--- src/rtl/adma_atx_split.sv ---
// adma_atx_split
//   Splits one DMA transaction (src, dst, beat count) into a stream of AXI
//   AR/AW burst descriptors. Each burst is limited by the remaining beats,
//   the per-burst word cap, the AXI len range and the 2^BOUNDARY_W-byte page
//   of every INCR side. One descriptor is issued per atx_vld/atx_rdy handshake.
//
// Ports
//   clk, rst                  clock, asynchronous active-high reset
//   tx_src_addr/tx_dst_addr   transaction start addresses (beat-aligned)
//   tx_len                    transaction beats minus one
//   tx_vld/tx_rdy             transaction handshake
//   atx_id                    ID for all bursts of the transaction
//   atx_src_burst/dst_burst   burst types (01 INCR, anything else FIXED)
//   atx_wd_per_burst          max beats per burst minus one
//   arid/awid, araddr/awaddr, arlen/awlen, arburst/awburst
//                             burst descriptor payload
//   atx_vld/atx_rdy           descriptor handshake
//   atx_last                  descriptor is last of the transaction
//   atx_start/atx_start_last  descriptor handshake / last-descriptor handshake
//   busy                      transaction in progress
module adma_atx_split #(
  parameter int unsigned SRC_ADDR_W   = 32,
  parameter int unsigned DST_ADDR_W   = 32,
  parameter int unsigned DMA_LENGTH_W = 16,
  parameter int unsigned MST_ID_W     = 5,
  parameter int unsigned ATX_LEN_W    = 8,
  parameter int unsigned DATA_W       = 32,
  parameter int unsigned BOUNDARY_W   = 12
) (
  input  logic                    clk,
  input  logic                    rst,
  input  logic [SRC_ADDR_W-1:0]   tx_src_addr,
  input  logic [DST_ADDR_W-1:0]   tx_dst_addr,
  input  logic [DMA_LENGTH_W-1:0] tx_len,
  input  logic                    tx_vld,
  output logic                    tx_rdy,
  input  logic [MST_ID_W-1:0]     atx_id,
  input  logic [1:0]              atx_src_burst,
  input  logic [1:0]              atx_dst_burst,
  input  logic [DMA_LENGTH_W-1:0] atx_wd_per_burst,
  output logic [MST_ID_W-1:0]     arid,
  output logic [SRC_ADDR_W-1:0]   araddr,
  output logic [ATX_LEN_W-1:0]    arlen,
  output logic [1:0]              arburst,
  output logic [MST_ID_W-1:0]     awid,
  output logic [DST_ADDR_W-1:0]   awaddr,
  output logic [ATX_LEN_W-1:0]    awlen,
  output logic [1:0]              awburst,
  output logic                    atx_vld,
  input  logic                    atx_rdy,
  output logic                    atx_last,
  output logic                    atx_start,
  output logic                    atx_start_last,
  output logic                    busy
);

  localparam int unsigned SIZE = $clog2(DATA_W / 8);
  localparam int unsigned RW   = DMA_LENGTH_W + 1;
  localparam int unsigned CW0  = (RW > BOUNDARY_W + 1) ? RW : BOUNDARY_W + 1;
  localparam int unsigned CW   = (CW0 > ATX_LEN_W + 1) ? CW0 : ATX_LEN_W + 1;

  typedef enum logic {
    ST_IDLE,
    ST_ISSUE
  } state_t;

  state_t state, state_nxt;

  // Registered state of the descriptor currently presented
  logic [SRC_ADDR_W-1:0]   src_q;
  logic [DST_ADDR_W-1:0]   dst_q;
  logic [RW-1:0]           rem_q;
  logic [ATX_LEN_W:0]      cap_q;
  logic [MST_ID_W-1:0]     id_q;
  logic [1:0]              sburst_q;
  logic [1:0]              dburst_q;
  logic [ATX_LEN_W-1:0]    len_q;
  logic                    last_q;

  // Values for the next descriptor
  logic                    load;
  logic [SRC_ADDR_W-1:0]   ld_src;
  logic [DST_ADDR_W-1:0]   ld_dst;
  logic [RW-1:0]           ld_rem;
  logic [CW-1:0]           ld_cap;
  logic                    ld_sinc;
  logic                    ld_dinc;
  logic [CW-1:0]           cur_n;
  logic [CW-1:0]           n_nxt;
  logic [CW-1:0]           wd_c;
  logic [CW-1:0]           lmax_c;

  // Beats left until the end of the page holding the given offset.
  function automatic logic [CW-1:0] page_beats(input logic [BOUNDARY_W-1:0] off);
    logic [BOUNDARY_W:0] bytes;
    bytes = {1'b1, {BOUNDARY_W{1'b0}}} - {1'b0, off};
    return CW'(bytes >> SIZE);
  endfunction

  function automatic logic [CW-1:0] burst_beats(
    input logic [CW-1:0]         rem,
    input logic [CW-1:0]         cap,
    input logic [BOUNDARY_W-1:0] s_off,
    input logic [BOUNDARY_W-1:0] d_off,
    input logic                  s_inc,
    input logic                  d_inc
  );
    logic [CW-1:0] n;
    logic [CW-1:0] pb;
    n = rem;
    if (cap < n) n = cap;
    if (s_inc) begin
      pb = page_beats(s_off);
      if (pb < n) n = pb;
    end
    if (d_inc) begin
      pb = page_beats(d_off);
      if (pb < n) n = pb;
    end
    return n;
  endfunction

  assign atx_vld        = (state == ST_ISSUE);
  assign busy           = (state == ST_ISSUE);
  assign tx_rdy         = (state == ST_IDLE);
  assign atx_start      = atx_vld & atx_rdy;
  assign atx_start_last = atx_start & last_q;
  assign atx_last       = last_q;

  assign araddr  = src_q;
  assign awaddr  = dst_q;
  assign arlen   = len_q;
  assign awlen   = len_q;
  assign arid    = id_q;
  assign awid    = id_q;
  assign arburst = sburst_q;
  assign awburst = dburst_q;

  assign cur_n  = CW'(len_q) + CW'(1);
  assign wd_c   = CW'(atx_wd_per_burst);
  assign lmax_c = CW'({ATX_LEN_W{1'b1}});

  // The next descriptor's beat count is derived from the advanced (or freshly
  // accepted) state so it can be registered and presented one cycle later.
  always_comb begin
    load    = 1'b0;
    ld_src  = src_q;
    ld_dst  = dst_q;
    ld_rem  = rem_q;
    ld_cap  = CW'(cap_q);
    ld_sinc = (sburst_q == 2'b01);
    ld_dinc = (dburst_q == 2'b01);
    if (state == ST_IDLE) begin
      load    = tx_vld;
      ld_src  = tx_src_addr;
      ld_dst  = tx_dst_addr;
      ld_rem  = RW'(tx_len) + RW'(1);
      ld_cap  = ((wd_c > lmax_c) ? lmax_c : wd_c) + CW'(1);
      ld_sinc = (atx_src_burst == 2'b01);
      ld_dinc = (atx_dst_burst == 2'b01);
    end else begin
      load = atx_start & ~last_q;
      if (ld_sinc) ld_src = src_q + (SRC_ADDR_W'(cur_n) << SIZE);
      if (ld_dinc) ld_dst = dst_q + (DST_ADDR_W'(cur_n) << SIZE);
      ld_rem = rem_q - RW'(cur_n);
    end
    n_nxt = burst_beats(CW'(ld_rem), ld_cap, ld_src[BOUNDARY_W-1:0],
                        ld_dst[BOUNDARY_W-1:0], ld_sinc, ld_dinc);
  end

  always_comb begin
    state_nxt = state;
    case (state)
      ST_IDLE:  if (tx_vld) state_nxt = ST_ISSUE;
      ST_ISSUE: if (atx_start_last) state_nxt = ST_IDLE;
      default:  state_nxt = ST_IDLE;
    endcase
  end

  always_ff @(posedge clk or posedge rst) begin
    if (rst) state <= ST_IDLE;
    else     state <= state_nxt;
  end

  always_ff @(posedge clk or posedge rst) begin
    if (rst) begin
      src_q    <= '0;
      dst_q    <= '0;
      rem_q    <= '0;
      cap_q    <= '0;
      id_q     <= '0;
      sburst_q <= '0;
      dburst_q <= '0;
      len_q    <= '0;
      last_q   <= 1'b0;
    end else if (load) begin
      src_q  <= ld_src;
      dst_q  <= ld_dst;
      rem_q  <= ld_rem;
      cap_q  <= ld_cap[ATX_LEN_W:0];
      len_q  <= ATX_LEN_W'(n_nxt - CW'(1));
      last_q <= (n_nxt == CW'(ld_rem));
      if (state == ST_IDLE) begin
        id_q     <= atx_id;
        sburst_q <= atx_src_burst;
        dburst_q <= atx_dst_burst;
      end
    end else if (atx_start_last) begin
      last_q <= 1'b0;
    end
  end

endmodule

--- config.mk ---
export PLATFORM = sky130hd
export DESIGN_NAME = adma_atx_split
export DESIGN_NICKNAME = d
export VERILOG_FILES = /design/src/rtl/adma_atx_split.sv
export SDC_FILE = /design/constraint.sdc
export NUM_CORES = 1
export LEC_CHECK = 0
export ABC_AREA = 1
export CAP_MARGIN = 25
export CORE_UTILIZATION = 53
export CTS_CLUSTER_SIZE = 40
export DETAILED_ROUTE_END_ITERATION = 8
export PLACE_DENSITY = 0.94
export SYNTH_ARGS = -nofsm -noshare
export SYNTH_HDL_FRONTEND = slang
export SYNTH_SLANG_ARGS = --single-unit
--- constraint.sdc ---
create_clock -name clk -period 7.8 [get_ports clk]
set_clock_uncertainty 0.05 [all_clocks]
set_input_delay 1.17 -clock clk [delete_from_list [all_inputs] [get_ports clk]]
set_output_delay 1.17 -clock clk [all_outputs]
set_load 0.01 [all_outputs]
; ---- Yosys cells after proc, flatten, opt, wreduce, memory -nomap -nowiden
; Index checks and enable logic that the tools add are counted.
[classes]
n_addsub = 9
order_cmp = 4
eq_ne = 7
n_mux = 20
n_bitwise = 5
n_reduce_logical = 4
[ops]
columns = cell, n
row1 = $mux 32, 4
row2 = $mux 17, 7
row3 = $add 32x11->32, 2
row4 = $add 16x1->17 const B, 2
row5 = $lt 11x17->1, 2
row6 = $sub 13x12->13 const A, 2
row7 = $eq 17x17->1, 1
row8 = $lt 17x17->1, 1
row9 = $sub 17x9->17, 1
row10 = $gt 16x8->1 const B, 1
row11 = $mux 16, 1
row12 = $add 8x1->9 const B, 1
row13 = $eq 2x1->1 const B, 4
row14 = $sub 8x1->8 const B, 1
row15 = $mux 1, 7
row16 = $reduce_and 2->1, 3
row17 = $ne 2x1->1 const B, 2
row18 = $and 1x1->1, 3
row19 = $not 1->1, 2
row20 = $pmux 1 s2, 1
row21 = $reduce_bool 2->1, 1
[totals]
regBits = 109
inputBits = 109
out_inout_bits = 100
elab_cells = 61

; ---- Logic depth before layout (Yosys ltp)
; Gate-level depths: netlist of the first run.
[logic_depth]
depth_word = 14
mapped_depth = 66

; ---- Worst setup path after synthesis of the first run
; OpenSTA, ideal clock, no wires.
[synth_path]
kind = input-to-reg
from = input atx_wd_per_burst[12]
to = register len_q[2], in the netlist arlen[2]
setup_time_ps = 117
arrival_time_ps = 7127
path_slack_ps = 506
stages = 56
n_path_buf = 2
path_cell_list = nor2_1 nand2_1 nor2_4 inv_2 or2_1 ha_1 o211ai_1 nor2_1 inv_1 nor2_1 o21ai_0 nand2_1 nand2_1 o21ai_0 inv_1 ha_1 a21oi_1 o21ai_0 [... 20 more ...] nor2_4 nand2_4 inv_2 clkbuf_1 o21ai_0 ha_1 a21oi_1 nor2_1 a211oi_1 nand2_2 nand2_4 nand2_4 nand2_1 nand2_2 ha_1 xor2_1 nand2_1 nand2_1
[synth_via]
elab_chain_len = 13
[synth_lines]
columns = item, line_no
row1 = from (decl), 40  ; input logic [DMA_LENGTH_W-1:0] atx_wd_per_burst,
row2 = $gt 16x8->1 (*), 158  ; ld_cap = ((wd_c > lmax_c) ? lmax_c : wd_c) + CW'(1);
row3 = $mux 16 (*), 158
row4 = $add 16x1->17 (*), 158
row5 = $mux 17 (*), 153  ; if (state == ST_IDLE) begin
row6 = named net ld_cap[6], 85  ; logic [CW-1:0] ld_cap;
row7 = $lt 17x17->1, 111  ; if (cap < n) n = cap;
row8 = $mux 17 (*), 111
row9 = $lt 11x17->1, 114  ; if (pb < n) n = pb;
row10 = $mux 17, 114
row11 = $mux 17 (*), 112  ; if (s_inc) begin
row12 = $lt 11x17->1, 118  ; if (pb < n) n = pb;
row13 = $mux 17, 118
row14 = $mux 17 (*), 116  ; if (d_inc) begin
row15 = $sub 8x1->8 (*), 201  ; len_q <= ATX_LEN_W'(n_nxt - CW'(1));
row16 = to (signal assigned), 201
row17 = to (decl), 77  ; logic [ATX_LEN_W-1:0] len_q;
; The timed path passes the listed nets; every way through them passes the cells marked *.
; A chain may end at the register's enable or synchronous reset.

; ---- Final worst setup path of the first run
[layout_path]
from = input atx_wd_per_burst[14]
to = register len_q[5], in the netlist arlen[5]
; Same word-level chain as after synthesis.

==> results of run 1 <==
## critical path: cells and delay by family
| kind | cells | cell delay, ps |
|---|---|---|
| compound gates | 4 | 350 |
| fa+ha+maj | 4 | 1000 |
| buf+inv | 10 | 1310 |
| simple gates | 37 | 3570 |
## area by class of cell
class | count | area [um2] | area share, %
clock buffer | 11 | 243 | 1.86
clock inverter | 4 | 33.8 | 0.259
inverter | 244 | 926 | 7.11
multi-input combinational | 1142 | 6240 | 47.9
sequential | 109 | 2730 | 21.0
tap | 229 | 287 | 2.20
timing repair buffer | 269 | 2570 | 19.7
## through the flow
step | setup slack (ps) | instances | instance area [um2] | hold WS (ps)
after floorplan | 506 | 1550 | 10000 | 398
after global placement | 191 | 1988 | 12500 | 415
after detailed placement | -129 | 1988 | 12500 | 417
after CTS | 217 | 2003 | 12800 | 436
after global routing | -93.0 | 2008 | 13000 | 457
final | 555 | 2008 | 13000 | 436
## metal layers
layer  vias up  part of all wire (%)  GRT usage [%]
met4         0                   3.8           16.5
met2       629                    48           59.2
li1       5489                     -              -
met3       109                   9.2           5.20
met5         -                     0              0
met1      5299                    39           43.7
## sequential cells by signal, summed over array words and instances (netlist names)
name	count
arburst	2
awburst	2
awaddr	32
arlen	8
arid	5
rem_q	17
atx_last	1
cap_q	9
araddr	32
atx_vld	1
## timing repair
| action | 4_1_cts | 5_1_grt |
|---|---|---|
| endpoints found under the hold margin | 0 | 0 |
| endpoints found under the setup margin | 0 | 9 |
| resized for setup | 0 | 51 |
| setup buffers | 0 | 2 |
## worst min path at each step
stage	start	to	slack, ps	cells past startpoint
global route	cap_q[2]$_DFFE_PP0P_	cap_q[2]$_DFFE_PP0P_	460	2
detailed placement	cap_q[2]$_DFFE_PP0P_	cap_q[2]$_DFFE_PP0P_	420	2
global placement	cap_q[6]$_DFFE_PP0P_	cap_q[6]$_DFFE_PP0P_	410	2
finish	cap_q[2]$_DFFE_PP0P_	cap_q[2]$_DFFE_PP0P_	440	2
CTS	cap_q[2]$_DFFE_PP0P_	cap_q[2]$_DFFE_PP0P_	440	2
floorplan	cap_q[6]$_DFFE_PP0P_	cap_q[6]$_DFFE_PP0P_	400	2
## synthesized netlist by cell type, types with 5 or more instances
| cell | number |
|---|---|
| o211ai_1 | 7 |
| buf_2 | 5 |
| o31ai_1 | 5 |
| nor3_1 | 15 |
| nand3b_1 | 8 |
| o21ai_0 | 128 |
| a22oi_1 | 23 |
| buf_4 | 15 |
| nand4_1 | 13 |
| nor2_1 | 138 |
| o21ai_1 | 7 |
| clkbuf_1 | 33 |
| nor2_2 | 7 |
| nand2_1 | 393 |
| a21oi_1 | 104 |
| inv_1 | 229 |
| xor2_1 | 21 |
| dfrtp_1 | 109 |
| xnor2_1 | 10 |
| ha_1 | 62 |
| mux2_2 | 5 |
| nand3_1 | 104 |
| inv_2 | 12 |
| a211oi_1 | 5 |
| o221ai_1 | 13 |
| a31oi_1 | 7 |
| nand2_2 | 9 |
| nand2_4 | 5 |
## cells by family after synthesis
logic type,after synthesis,synth area share [%]
adders and majority gates,65,8.37
AOI/OAI and AO/OA,324,18.6
muxes,5,0.564
other,1,0.0376
buffers and inverters,301,12.1
DFF,109,27.3
xor gates and xnor gates,31,2.72
and+or+nand+nor,710,30.3
==> reports/results.md, run 1 <==
## Synth
* **Cell variety after synth** 52
* **flops & latches, synth** 109
* **cell type with the largest total area after synthesis** dfrtp_1
* **Avg Synthesized Cell Area** 6.46 um2
* **share of flip-flops with an asynchronous set or reset** 100%
* **post-synthesis sequential area ratio** 27.3%
* **synthesis warning total** 0
* **Post-synth EDFFs** 0
* **most frequently used flop master after synthesis** dfrtp_1
* **Post-Syn Area** 9990 um2
* **Yosys top cell area share** 27.3%
* **top cells by area in the synthesized netlist** dfrtp_1 (27%), nand2_1 (15%), inv_1 (8.6%)
* **Post-Syn Instances** 1546

## Critical path
* **Critical R2R Capture** arlen[5]$_DFFE_PP0P_
* **CP Launch Point** atx_wd_per_burst[14]
* **r2r startpoint** arlen[0]$_DFFE_PP0P_
* **Max FO, Critical Path** 8
* **Register-to-Register Path Depth** 54
* **Critical Path Sink** arlen[5]$_DFFE_PP0P_
* **Worst setup EP type** flop
* **Crit path top cell by count** nand2_1
* **critical path required time** 8000 ps
* **Critical Path Source Type** input port
* **R2R setup slack** 580 ps
* **arrival time at the worst endpoint** 7440 ps
* **cell type of the slowest stage on the worst timing path** clkdlybuf4s50_1
* **delay of the slowest cell on the worst path** 410 ps
* **category of the most critical setup path** input port to flop

## Routing
* **count of antenna-violating nets left after detailed routing** 0
* **routed length per placed instance** 17.0 um
* **DR iter-0 viols** 1054
* **Vias** 11500
* **aggregate routed wire length** 34100 um
* **DRC violation count after routing** 0
* **post-detailed-route via-to-cell ratio** 5.74
* **total iterations of the first detailed-routing run** 7

## STA
* **worst slew margin relative to its limit** 30.3%
* **max-slew violation count** 0
* **number of failing setup endpoints in the final timing report** 0
* **Slew @ Worst Pin** 1040 ps
* **Hold Vio Cnt, Final** 0
* **post-route clock period utilization** 92.9%
* **final critical delay including setup and external delays** 7250 ps
* **setup repair after global routing missed its margin** true
* **post-route setup TNS** 0 ps
* **achievable frequency** 138 MHz

## Outcome
* **status** completed

## Die
* **die width** 139 um
* **cell row count** 49
* **I/O pin cnt** 209
* **die boundary height** 139 um
* **floorplan die area** 19400 um2
* **initial cell density of the core** 54.8%
* **core area** 18200 um2

## Final layout
* **nets** 1949
* **most common library cell in the layout ignoring fill and taps** nand2_1
* **post-layout utilization of the core** 71.6%
* **signed area change from the synthesized netlist to the final layout** 30.5%
* **antenna diode count** 0
* **fraction of final layout cells sized beyond drive strength 1** 8.94%
* **most frequent cells in the layout** nand2_1 (390), inv_1 (226), clkdlybuf4s50_1 (208)
* **Fill cells** 1461

## Hold path
* **worst min-delay path class** flop to flop

## Run
* **max cap viols** 0

## Global route
* **vias in the first global route** 10800
* **first-pass GRT wire length** 54100 um
* **overall global routing resource usage** 34.9%
* **initial antenna violation count** 0
* **pin count of the biggest net entering global routing** 64
* **leftover overflow at the end of global routing** 0

## Clocking
* **Bufs on Longest Clock Path** 2
* **cell at the root of the clock tree** clkbuf_16
* **source-to-sink clock delay at the later pin of the worst-skew pair** 360 ps
* **Post-CTS Hold Fix Bufs** 0
* **clock buffer count from CTS** 9
* **Reg clk slew, reported paths** 70 ps
* **H-tree lvl count** 3
* **clock tree from TritonCTS** yes
* **Sinks on Clock Net** 109

## Placed design
* **hpwl dp** 26500 um
* **final weighted congestion of routability-driven global placement** 1.01
* **count of buffers inserted at the top-level ports** 208

Power of run 1 is left out: the tool's default activity adds up to more than one toggle a clock period on the data nets, which glitch-free logic cannot reach.
==> run 2: changes to the inputs <==
--- a/config.mk
+++ b/config.mk
@@ -7,10 +7,10 @@
 export LEC_CHECK = 0
 export ABC_AREA = 1
 export CAP_MARGIN = 25
-export CORE_UTILIZATION = 53
+export CORE_UTILIZATION = 55
 export CTS_CLUSTER_SIZE = 40
 export DETAILED_ROUTE_END_ITERATION = 8
-export PLACE_DENSITY = 0.94
+export PLACE_DENSITY = 0.95
 export SYNTH_ARGS = -nofsm -noshare
 export SYNTH_HDL_FRONTEND = slang
 export SYNTH_SLANG_ARGS = --single-unit
==> constraint.sdc (replaced) <==
create_clock -name clk -period 8.5 [get_ports clk]
set_clock_uncertainty 0.05 [all_clocks]
set_input_delay 1.275 -clock clk [delete_from_list [all_inputs] [get_ports clk]]
set_output_delay 1.275 -clock clk [all_outputs]
set_load 0.01 [all_outputs]
==> reports/results.md, run 2 (same netlist as run 1, synthesis figures left out) <==
## STA
* **achievable frequency** 127 MHz
* **final critical delay including setup and external delays** 7850 ps
* **Slew @ Worst Pin** 906 ps
* **number of failing setup endpoints in the final timing report** 0
* **post-route setup TNS** 0 ps
* **setup repair after global routing missed its margin** false
* **max-slew violation count** 0
* **Hold Vio Cnt, Final** 0
* **Worst Slack Setup Final** 649 ps
* **worst slew margin relative to its limit** 39.6%
* **post-route clock period utilization** 92.4%

## Critical path
* **r2r startpoint** arlen[1]$_DFFE_PP0P_
* **R2R setup slack** 930 ps
* **critical path required time** 8700 ps
* **delay of the slowest cell on the worst path** 400 ps
* **Max FO, Critical Path** 18
* **arrival time at the worst endpoint** 8060 ps
* **Critical R2R Capture** arlen[7]$_DFFE_PP0P_
* **cell type of the slowest stage on the worst timing path** clkdlybuf4s50_1
* **Register-to-Register Path Depth** 54
* **Critical Path Source Type** input port
* **category of the most critical setup path** input port to flop
* **Crit path top cell by count** nand2_1
* **Worst setup EP type** flop

## Placed design
* **Placement Setup Slack** 12.9 ps
* **final weighted congestion of routability-driven global placement** 1.03
* **hpwl dp** 25900 um
* **count of buffers inserted at the top-level ports** 208

## Final layout
* **most frequent cells in the layout** nand2_1 (393), inv_1 (228), clkdlybuf4s50_1 (208)
* **signed area change from the synthesized netlist to the final layout** 26.4%
* **antenna diode count** 0
* **most common library cell in the layout ignoring fill and taps** nand2_1
* **area of the multi-input gates** 6120 um2
* **fraction of final layout cells sized beyond drive strength 1** 5.75%
* **nets** 1908
* **Fill cells** 1432
* **Seq. cell area** 2730 um2

## Run
* **max cap viols** 0

## Clocking
* **source-to-sink clock delay at the later pin of the worst-skew pair** 370 ps
* **clock tree from TritonCTS** yes
* **Sinks on Clock Net** 109
* **Bufs on Longest Clock Path** 2
* **Reg clk slew, reported paths** 80 ps
* **H-tree lvl count** 3
* **clock buffer count from CTS** 9
* **count of buffers added by post-CTS timing repair for setup** 0
* **cell at the root of the clock tree** clkbuf_16

## Die
* **initial cell density of the core** 56.9%
* **cell row count** 48
* **die width** 137 um
* **die boundary height** 137 um
* **floorplan die area** 18700 um2
* **I/O pin cnt** 209
* **core area** 17500 um2

## Hold path
* **hold-critical path depth** 2
* **worst min-delay path class** flop to flop
* **beginning of the worst hold path** cap_q[2]$_DFFE_PP0P_
* **endpoint with the worst hold slack** cap_q[2]$_DFFE_PP0P_

## Routing
* **DR iter-0 viols** 1029
* **post-detailed-route via-to-cell ratio** 5.74
* **Vias** 11300
* **total iterations of the first detailed-routing run** 6
* **aggregate routed wire length** 33600 um
* **count of antenna-violating nets left after detailed routing** 0
* **DRC violation count after routing** 0
* **routed length per placed instance** 17.1 um

## Global route
* **leftover overflow at the end of global routing** 0
* **pin count of the biggest net entering global routing** 67
* **initial antenna violation count** 0
* **overall global routing resource usage** 36.0%
* **first-pass GRT wire length** 52000 um
* **vias in the first global route** 10400

## Outcome
* **status** completed

run 2: cell count changes in the layout (fill, tap and decap cells not counted), moves of 3 or more:
cell	change
buf_6	-3
nor2_2	-4
o21ai_1	-4
buf_4	-36
o21ai_0	+6
nand2_4	-4
ha_1	+3
nor2_1	+4
ha_4	-4
nand2_1	+3
run 2: area by class of cell:
class | count | area share, %
Clock buffer | 10 | 1.89
Timing Repair Buffer | 230 | 18.1
Sequential cell | 109 | 21.6
Clock inverter | 6 | 0.347
Tap cell | 225 | 2.23
Multi-Input combinational cell | 1140 | 48.5
Inverter | 244 | 7.34
run 2: what timing repair did:
action	4_1_cts	5_1_grt
hold buffers	0	0
setup endpoints to repair	0	9
gates resized for setup	0	20
run 2: worst max-delay path by stage:
stage	from	to	slack, ps	cells past startpoint
2_1_floorplan	atx_wd_per_burst[12]	arlen[2]$_DFFE_PP0P_	1100	56
3_3_place_gp	atx_wd_per_burst[14]	arlen[2]$_DFFE_PP0P_	240	54
3_5_place_dp	atx_wd_per_burst[14]	arlen[2]$_DFFE_PP0P_	10	53
4_1_cts	atx_wd_per_burst[14]	arlen[2]$_DFFE_PP0P_	360	54
5_1_grt	atx_wd_per_burst[14]	atx_last$_DFFE_PP0P_	20	64
6_report	atx_wd_per_burst[14]	arlen[7]$_DFFE_PP0P_	650	60
run 2: worst max-delay path, delay by kind of cell:
family / cells / cell delay, ps
AO/OA/AOI/OAI: 8 / 1080
buffers and inverters: 10 / 1240
AND/OR/NAND/NOR: 38 / 3370
adder cells (fa/ha/maj): 4 / 1060
run 2: metal layers:
layer	global-route usage [%]	up-vias	part of all wire, %
met5	0	-	0
met4	14.8	0	3.6
met3	5.85	97	9.0
met2	61.2	590	48
met1	45.3	5177	39
li1	-	5405	-
run 2: metrics by stage:
step	instances	hold slack, ps	util [%]	cell area, um2
6_report	1964	445	72.0	12600
5_1_grt	1964	471	72.0	12600
4_1_cts	1962	448	71.4	12500
3_5_place_dp	1946	429	69.8	12200
3_3_place_gp	1946	416	69.8	12200
2_1_floorplan	1550	398	-	10000
Power of run 2 is left out for the same reason.
